## config.mk

```make
export PLATFORM = sky130hd
export DESIGN_NAME = multicycle_control
export DESIGN_NICKNAME = d
export VERILOG_FILES = /design/src/rtl/multicycle_control.sv
export SDC_FILE = /design/constraint.sdc
export NUM_CORES = 1
export LEC_CHECK = 0
export CAP_MARGIN = 10
export CORE_UTILIZATION = 42
export DETAILED_ROUTE_END_ITERATION = 10
export GPL_ROUTABILITY_DRIVEN = 0
export GPL_TIMING_DRIVEN = 0
export HOLD_SLACK_MARGIN = 0.05
export PLACE_DENSITY = 0.76
export SLEW_MARGIN = 20
export SYNTH_ARGS = -nofsm -noshare
export SYNTH_HDL_FRONTEND = slang
export SYNTH_SLANG_ARGS = --single-unit
```

## constraint.sdc

```tcl
create_clock -name clk -period 2.01 [get_ports clk]
set_input_delay 0.201 -clock clk [delete_from_list [all_inputs] [get_ports clk]]
set_output_delay 0.201 -clock clk [all_outputs]
set_load 0.005 [all_outputs]
```

## src/rtl/multicycle_control.sv

```systemverilog
`default_nettype none
// +--------------------------------------------------------------------------+
// | Module   : multicycle_control                                            |
// | Purpose  : Main control FSM for a multi-cycle RISC-V datapath. Steps each |
// |            instruction through fetch / decode / execute / memory /       |
// |            writeback, drives datapath selects and write strobes, issues  |
// |            the aluop class, traps on illegal opcodes and counts retired  |
// |            instructions.                                                 |
// | Ports    : clk, rst            - clock, synchronous active-high reset    |
// |            i_opcode            - instr[6:0], sampled in DECODE/MEMADR    |
// |            i_zero              - ALU zero flag (branch decision)         |
// |            i_mem_ready         - memory access completes this cycle      |
// |            o_mem_req/o_adr_src - memory request and address select       |
// |            o_ir_write/o_pc_write/o_mem_write/o_reg_write - strobes       |
// |            o_alu_src_a/b, o_result_src, o_aluop - datapath selects       |
// |            o_trap, o_state     - halt indication, debug state            |
// |            o_instr_count       - retired-instruction counter             |
// | Revision : 1.0 - initial release                                         |
// +--------------------------------------------------------------------------+
module multicycle_control #(
  parameter int COUNT_W = 32
) (
  input  logic               clk,
  input  logic               rst,
  input  logic [6:0]         i_opcode,
  input  logic               i_zero,
  input  logic               i_mem_ready,
  output logic               o_mem_req,
  output logic               o_adr_src,
  output logic               o_ir_write,
  output logic               o_pc_write,
  output logic               o_mem_write,
  output logic               o_reg_write,
  output logic [1:0]         o_alu_src_a,
  output logic [1:0]         o_alu_src_b,
  output logic [1:0]         o_result_src,
  output logic [1:0]         o_aluop,
  output logic               o_trap,
  output logic [3:0]         o_state,
  output logic [COUNT_W-1:0] o_instr_count
);

  localparam logic [3:0] c_FETCH    = 4'd0;
  localparam logic [3:0] c_DECODE   = 4'd1;
  localparam logic [3:0] c_MEMADR   = 4'd2;
  localparam logic [3:0] c_MEMREAD  = 4'd3;
  localparam logic [3:0] c_MEMWB    = 4'd4;
  localparam logic [3:0] c_MEMWRITE = 4'd5;
  localparam logic [3:0] c_EXECR    = 4'd6;
  localparam logic [3:0] c_ALUWB    = 4'd7;
  localparam logic [3:0] c_BEQ      = 4'd8;
  localparam logic [3:0] c_TRAP     = 4'd15;

  localparam logic [6:0] c_OP_LW    = 7'b0000011;
  localparam logic [6:0] c_OP_SW    = 7'b0100011;
  localparam logic [6:0] c_OP_R     = 7'b0110011;
  localparam logic [6:0] c_OP_BEQ   = 7'b1100011;

  localparam logic [COUNT_W-1:0] c_COUNT_ONE = {{(COUNT_W-1){1'b0}}, 1'b1};

  logic [3:0]         r_state;
  logic [3:0]         w_next_state;
  logic [COUNT_W-1:0] r_instr_count;
  logic               w_retire;

  // Raw strobes before the reset override.
  logic w_mem_req;
  logic w_ir_write;
  logic w_pc_write;
  logic w_mem_write;
  logic w_reg_write;

  // ------------------------------------------------------------------------
  // State register and retired-instruction counter
  // ------------------------------------------------------------------------
  always_ff @(posedge clk) begin
    if (rst) begin
      r_state       <= c_FETCH;
      r_instr_count <= '0;
    end else begin
      r_state <= w_next_state;
      if (w_retire) begin
        r_instr_count <= r_instr_count + c_COUNT_ONE;
      end
    end
  end

  // An instruction retires on the transition that returns to FETCH.
  // A store retires only once memory accepts it.
  assign w_retire = (r_state == c_MEMWB) || (r_state == c_ALUWB) ||
                    (r_state == c_BEQ)   ||
                    ((r_state == c_MEMWRITE) && i_mem_ready);

  // ------------------------------------------------------------------------
  // Next-state logic
  // ------------------------------------------------------------------------
  always_comb begin
    w_next_state = r_state;
    case (r_state)
      c_FETCH: begin
        if (i_mem_ready) w_next_state = c_DECODE;
      end
      c_DECODE: begin
        case (i_opcode)
          c_OP_LW, c_OP_SW: w_next_state = c_MEMADR;
          c_OP_R:           w_next_state = c_EXECR;
          c_OP_BEQ:         w_next_state = c_BEQ;
          default:          w_next_state = c_TRAP;
        endcase
      end
      c_MEMADR: begin
        w_next_state = (i_opcode == c_OP_LW) ? c_MEMREAD : c_MEMWRITE;
      end
      c_MEMREAD: begin
        if (i_mem_ready) w_next_state = c_MEMWB;
      end
      c_MEMWB:    w_next_state = c_FETCH;
      c_MEMWRITE: begin
        if (i_mem_ready) w_next_state = c_FETCH;
      end
      c_EXECR:    w_next_state = c_ALUWB;
      c_ALUWB:    w_next_state = c_FETCH;
      c_BEQ:      w_next_state = c_FETCH;
      c_TRAP:     w_next_state = c_TRAP;
      // Unused encodings halt the machine rather than wander.
      default:    w_next_state = c_TRAP;
    endcase
  end

  // ------------------------------------------------------------------------
  // Output decode (from registered state; only mem_ready and zero gate)
  // ------------------------------------------------------------------------
  always_comb begin
    w_mem_req    = 1'b0;
    o_adr_src    = 1'b0;
    w_ir_write   = 1'b0;
    w_pc_write   = 1'b0;
    w_mem_write  = 1'b0;
    w_reg_write  = 1'b0;
    o_alu_src_a  = 2'b00;
    o_alu_src_b  = 2'b00;
    o_result_src = 2'b00;
    o_aluop      = 2'b00;
    o_trap       = 1'b0;
    case (r_state)
      c_FETCH: begin
        // PC + 4 computed by the ALU and written straight from its result.
        w_mem_req    = 1'b1;
        w_ir_write   = i_mem_ready;
        w_pc_write   = i_mem_ready;
        o_alu_src_b  = 2'b10;
        o_result_src = 2'b10;
      end
      c_DECODE: begin
        // Old PC + immediate lands in ALUOut as a speculative branch target.
        o_alu_src_a = 2'b01;
        o_alu_src_b = 2'b01;
      end
      c_MEMADR: begin
        o_alu_src_a = 2'b10;
        o_alu_src_b = 2'b01;
      end
      c_MEMREAD: begin
        w_mem_req = 1'b1;
        o_adr_src = 1'b1;
      end
      c_MEMWB: begin
        o_result_src = 2'b01;
        w_reg_write  = 1'b1;
      end
      c_MEMWRITE: begin
        w_mem_req   = 1'b1;
        o_adr_src   = 1'b1;
        w_mem_write = 1'b1;
      end
      c_EXECR: begin
        o_alu_src_a = 2'b10;
        o_aluop     = 2'b10;
      end
      c_ALUWB: begin
        w_reg_write = 1'b1;
      end
      c_BEQ: begin
        // Subtract for the compare; target comes from ALUOut.
        o_alu_src_a = 2'b10;
        o_aluop     = 2'b01;
        w_pc_write  = i_zero;
      end
      c_TRAP: begin
        o_trap = 1'b1;
      end
      default: begin
        o_trap = 1'b1;
      end
    endcase
  end

  // Reset suppresses every write/request strobe immediately, in any state.
  assign o_mem_req     = w_mem_req   & ~rst;
  assign o_ir_write    = w_ir_write  & ~rst;
  assign o_pc_write    = w_pc_write  & ~rst;
  assign o_mem_write   = w_mem_write & ~rst;
  assign o_reg_write   = w_reg_write & ~rst;
  assign o_state       = r_state;
  assign o_instr_count = r_instr_count;

endmodule
`default_nettype wire

```

==> flow_summary.toml <==
[clock_tree]
numClockSinks = 36
insertion_delay_ns = 0.29
cts_tree = "yes"
clock-root-buffer = "clkbuf_8"
cts_buffers = 5
cts_buffer_depth = 2
htree_levels = 2
clkSlewWorstSetupHoldPaths_ns = 0.07

[cells_and_area]
fin_nets = 347
fillers = 391
final_cell_mix = "clkdlybuf4s50_1 (53), nor2_1 (41), xnor2_1 (26), dfxtp_1 (19)"
instances_no_fill = 388
syn_to_final_growth_pct = 52.9
final_common_cell = "clkdlybuf4s50_1"
drive_gt1_share_pct = 23.8
finalCoreUtilization_pct = 69.1
num_antenna_cells = 0

[logic_synthesis]
synth_seq_cells = 36
ys_seq_area_share_pct = 35.4
synthArstFlopShare_pct = 0
synthAdderAreaFrac_pct = 0.615
synth_nets = 270
synthCells = 258
syn_area_per_cell_sq_um = 7.89
synth_compound_area_share_pct = 8.60
yosys_warnings = 0
ys_types = 42
netlist_area_sq_um = 2040
muxShareOfSynthArea_pct = 1.54
synthSimpleGateAreaFrac_pct = 37.4
synth_edf_count = 0
synth-xor-area-share_pct = 12.0
synth_ff_type = "dfxtp_1"
synth_top_family_by_area = "simple AND/OR/NAND/NOR gates"

[sta]
fmax_mhz = 458
finalWorstSetupSlack_ns = -0.175
timing.slew.headroom_pct = 61.3
worst_slew_pin_slew_ns = 0.580
hold_viol = 0
skew_ns = 0.00709
min_period_over_period_pct = 109
final-setup-viol-count = 4
post-route-min-period_ns = 2.19
maxSlewViolCount = 0
rsz0062_at_grt = "true"

[power_and_ir_drop]
ir_drop_v = 0.000716
leakage_nw = 1.08
power.density_nw_per_um2 = 993

[grt]
grt_pass1_wl_microns = 9370
grt_use_total_pct = 22.9
gr-total-overflow = 0
busiest_layer = "met2"
gr-usage-met2_pct = 40.1
antenna_found_initial = 0
grt_pass1_vias = 2033
grt_max_degree = 12
grt.met3_usage_pct = 4.78
grtUsageMet1_pct = 28.0

[floorplan]
ios = 62
rows = 24
die_x_microns = 71.6
start_util_pct = 45.2
die_h_microns = 71.6
core_region_area_sq_um = 4500
die-area_sq_um = 5130

[status]
violations = "negative setup slack"
outcome = "finished with violations"

[route]
drc = 0
ant_nets = 0
routedWlPerCell_microns = 15.3
vias = 2188
dr.pass1.iters = 7
wirelength_microns = 5940
initialDrtViolationCount = 135
via_per_inst = 5.64

[flow_run]
cap_violations = 0

[critical_path]
cp_cell_sequence = "nand4_1 -> or4_4 -> or3_4 -> or4_1 -> a21oi_1"
worst-path-max-fanout = 6
crit_arrival_ns = 2.41
path_class = "register to register"
start_kind = "register"
slowest_delay_ns = 0.57
end_kind = "register"
required_ns = 2.24
crit_slowest_cell = "or4_4"

[worst_hold_path]
hold_path_class = "input pin to register"

[place]
dpl.hpwl_microns = 3810
io_buffers = 60
placed_cells = 370
==> metal layers <==
| layer | wire length [microns] | share of wire [%] |
|---|---|---|
| met1 | 2600 | 44 |
| met2 | 3000 | 51 |
| met3 | 300 | 5.1 |
| met4 | 35 | 0.59 |
| met5 | 0 | 0 |
==> report_power, final <==
group          switching [mW]  total [mW]  internal (mW)
logic                   0.769        1.60          0.826
clock network           0.264       0.632          0.368
registers              0.0866       0.863          0.776
==> cell type report <==
class | count | area (sq um) | share of cell area, %
timing repair buffer | 72 | 689 | 22.1
tap | 52 | 65.1 | 2.09
clock buffer | 6 | 72.6 | 2.33
buffer | 16 | 115 | 3.70
sequential | 36 | 757 | 24.3
clock inverter | 2 | 35.0 | 1.13
multi-input combinational | 199 | 1360 | 43.7
inverter | 5 | 18.8 | 0.603
==> cells in the mapped netlist, types with 2 or more instances <==
cell type	instances	area share (%)
dfxtp_1	36	35
nand3_1	10	2.5
mux2i_1	2	0.98
o31ai_1	3	1.1
and4_1	3	1.3
inv_1	5	0.92
nor2_1	43	7.9
nor4_1	16	4.9
nor2b_1	7	2.2
nand2b_1	3	0.92
clkbuf_1	15	2.8
nand4_1	6	1.8
or3_1	4	1.2
a21oi_1	12	3.0
nor4b_1	2	0.86
xor2_1	2	0.86
o21ai_0	7	1.7
buf_1	2	0.37
nand2_1	16	3.0
nor3_1	9	2.2
nor3b_1	3	1.1
or4_1	3	1.1
or4_2	2	0.86
or2_2	3	0.92
xnor2_1	26	11
nor4b_2	2	1.5
==> registers in the layout (all words and copies together), names as in the netlist <==
register       count
o_instr_count     32
o_state            4
==> worst max-delay path: cells and delay by family (launching register included) <==
kind	cells	cell delay, ns
AOI/OAI and AO/OA	1	0.13
DFF	1	0.38
and+or+nand+nor	4	1.62
==> path summary, 6_finish.rpt <==
kind	startpoint	end	slack, ns	cells past startpoint
setup / recovery	o_instr_count[20]$_SDFFE_PP0P_	o_instr_count[30]$_SDFFE_PP0P_	-0.18	5
hold / removal	rst	o_instr_count[31]$_SDFFE_PP0P_	0.30	3
setup reg to reg	o_instr_count[20]$_SDFFE_PP0P_	o_instr_count[30]$_SDFFE_PP0P_	-0.18	5
hold reg to reg	o_instr_count[30]$_SDFFE_PP0P_	o_instr_count[30]$_SDFFE_PP0P_	0.52	2
==> stage by stage <==
step	hold slack (ns)	total power, mW	worst slack [ns]	cell area [sq um]	TNS (ns)
5_1_grt	0.337	3.24	-0.256	3110	-0.730
4_1_cts	0.305	3.00	-0.125	3040	-0.254
3_3_place_gp	0.497	2.07	-0.561	2730	-15.28
6_report	0.302	3.09	-0.175	3110	-0.362
3_5_place_dp	0.503	2.07	-0.551	2730	-15.56
2_1_floorplan	0.405	1.54	0.00816	2060	0
==> repair_timing <==
item	4_1_cts	5_1_grt
gates resized for setup	43	32
hold buffers	0	0
setup buffers	11	1
setup endpoints to repair	43	33
pin swaps	10	2
==> logic make-up (layout without fill, tap and decap cells) <==
kind of cell	count (synthesis)	count (layout)
flip-flops	36	36
XOR/XNOR	28	28
AO/OA/AOI/OAI	28	28
AND/OR/NAND/NOR	139	139
buffers and inverters	23	101
multiplexers	3	3
adder cells (fa/ha/maj)	1	1
Power figures use the tool's default switching activity.
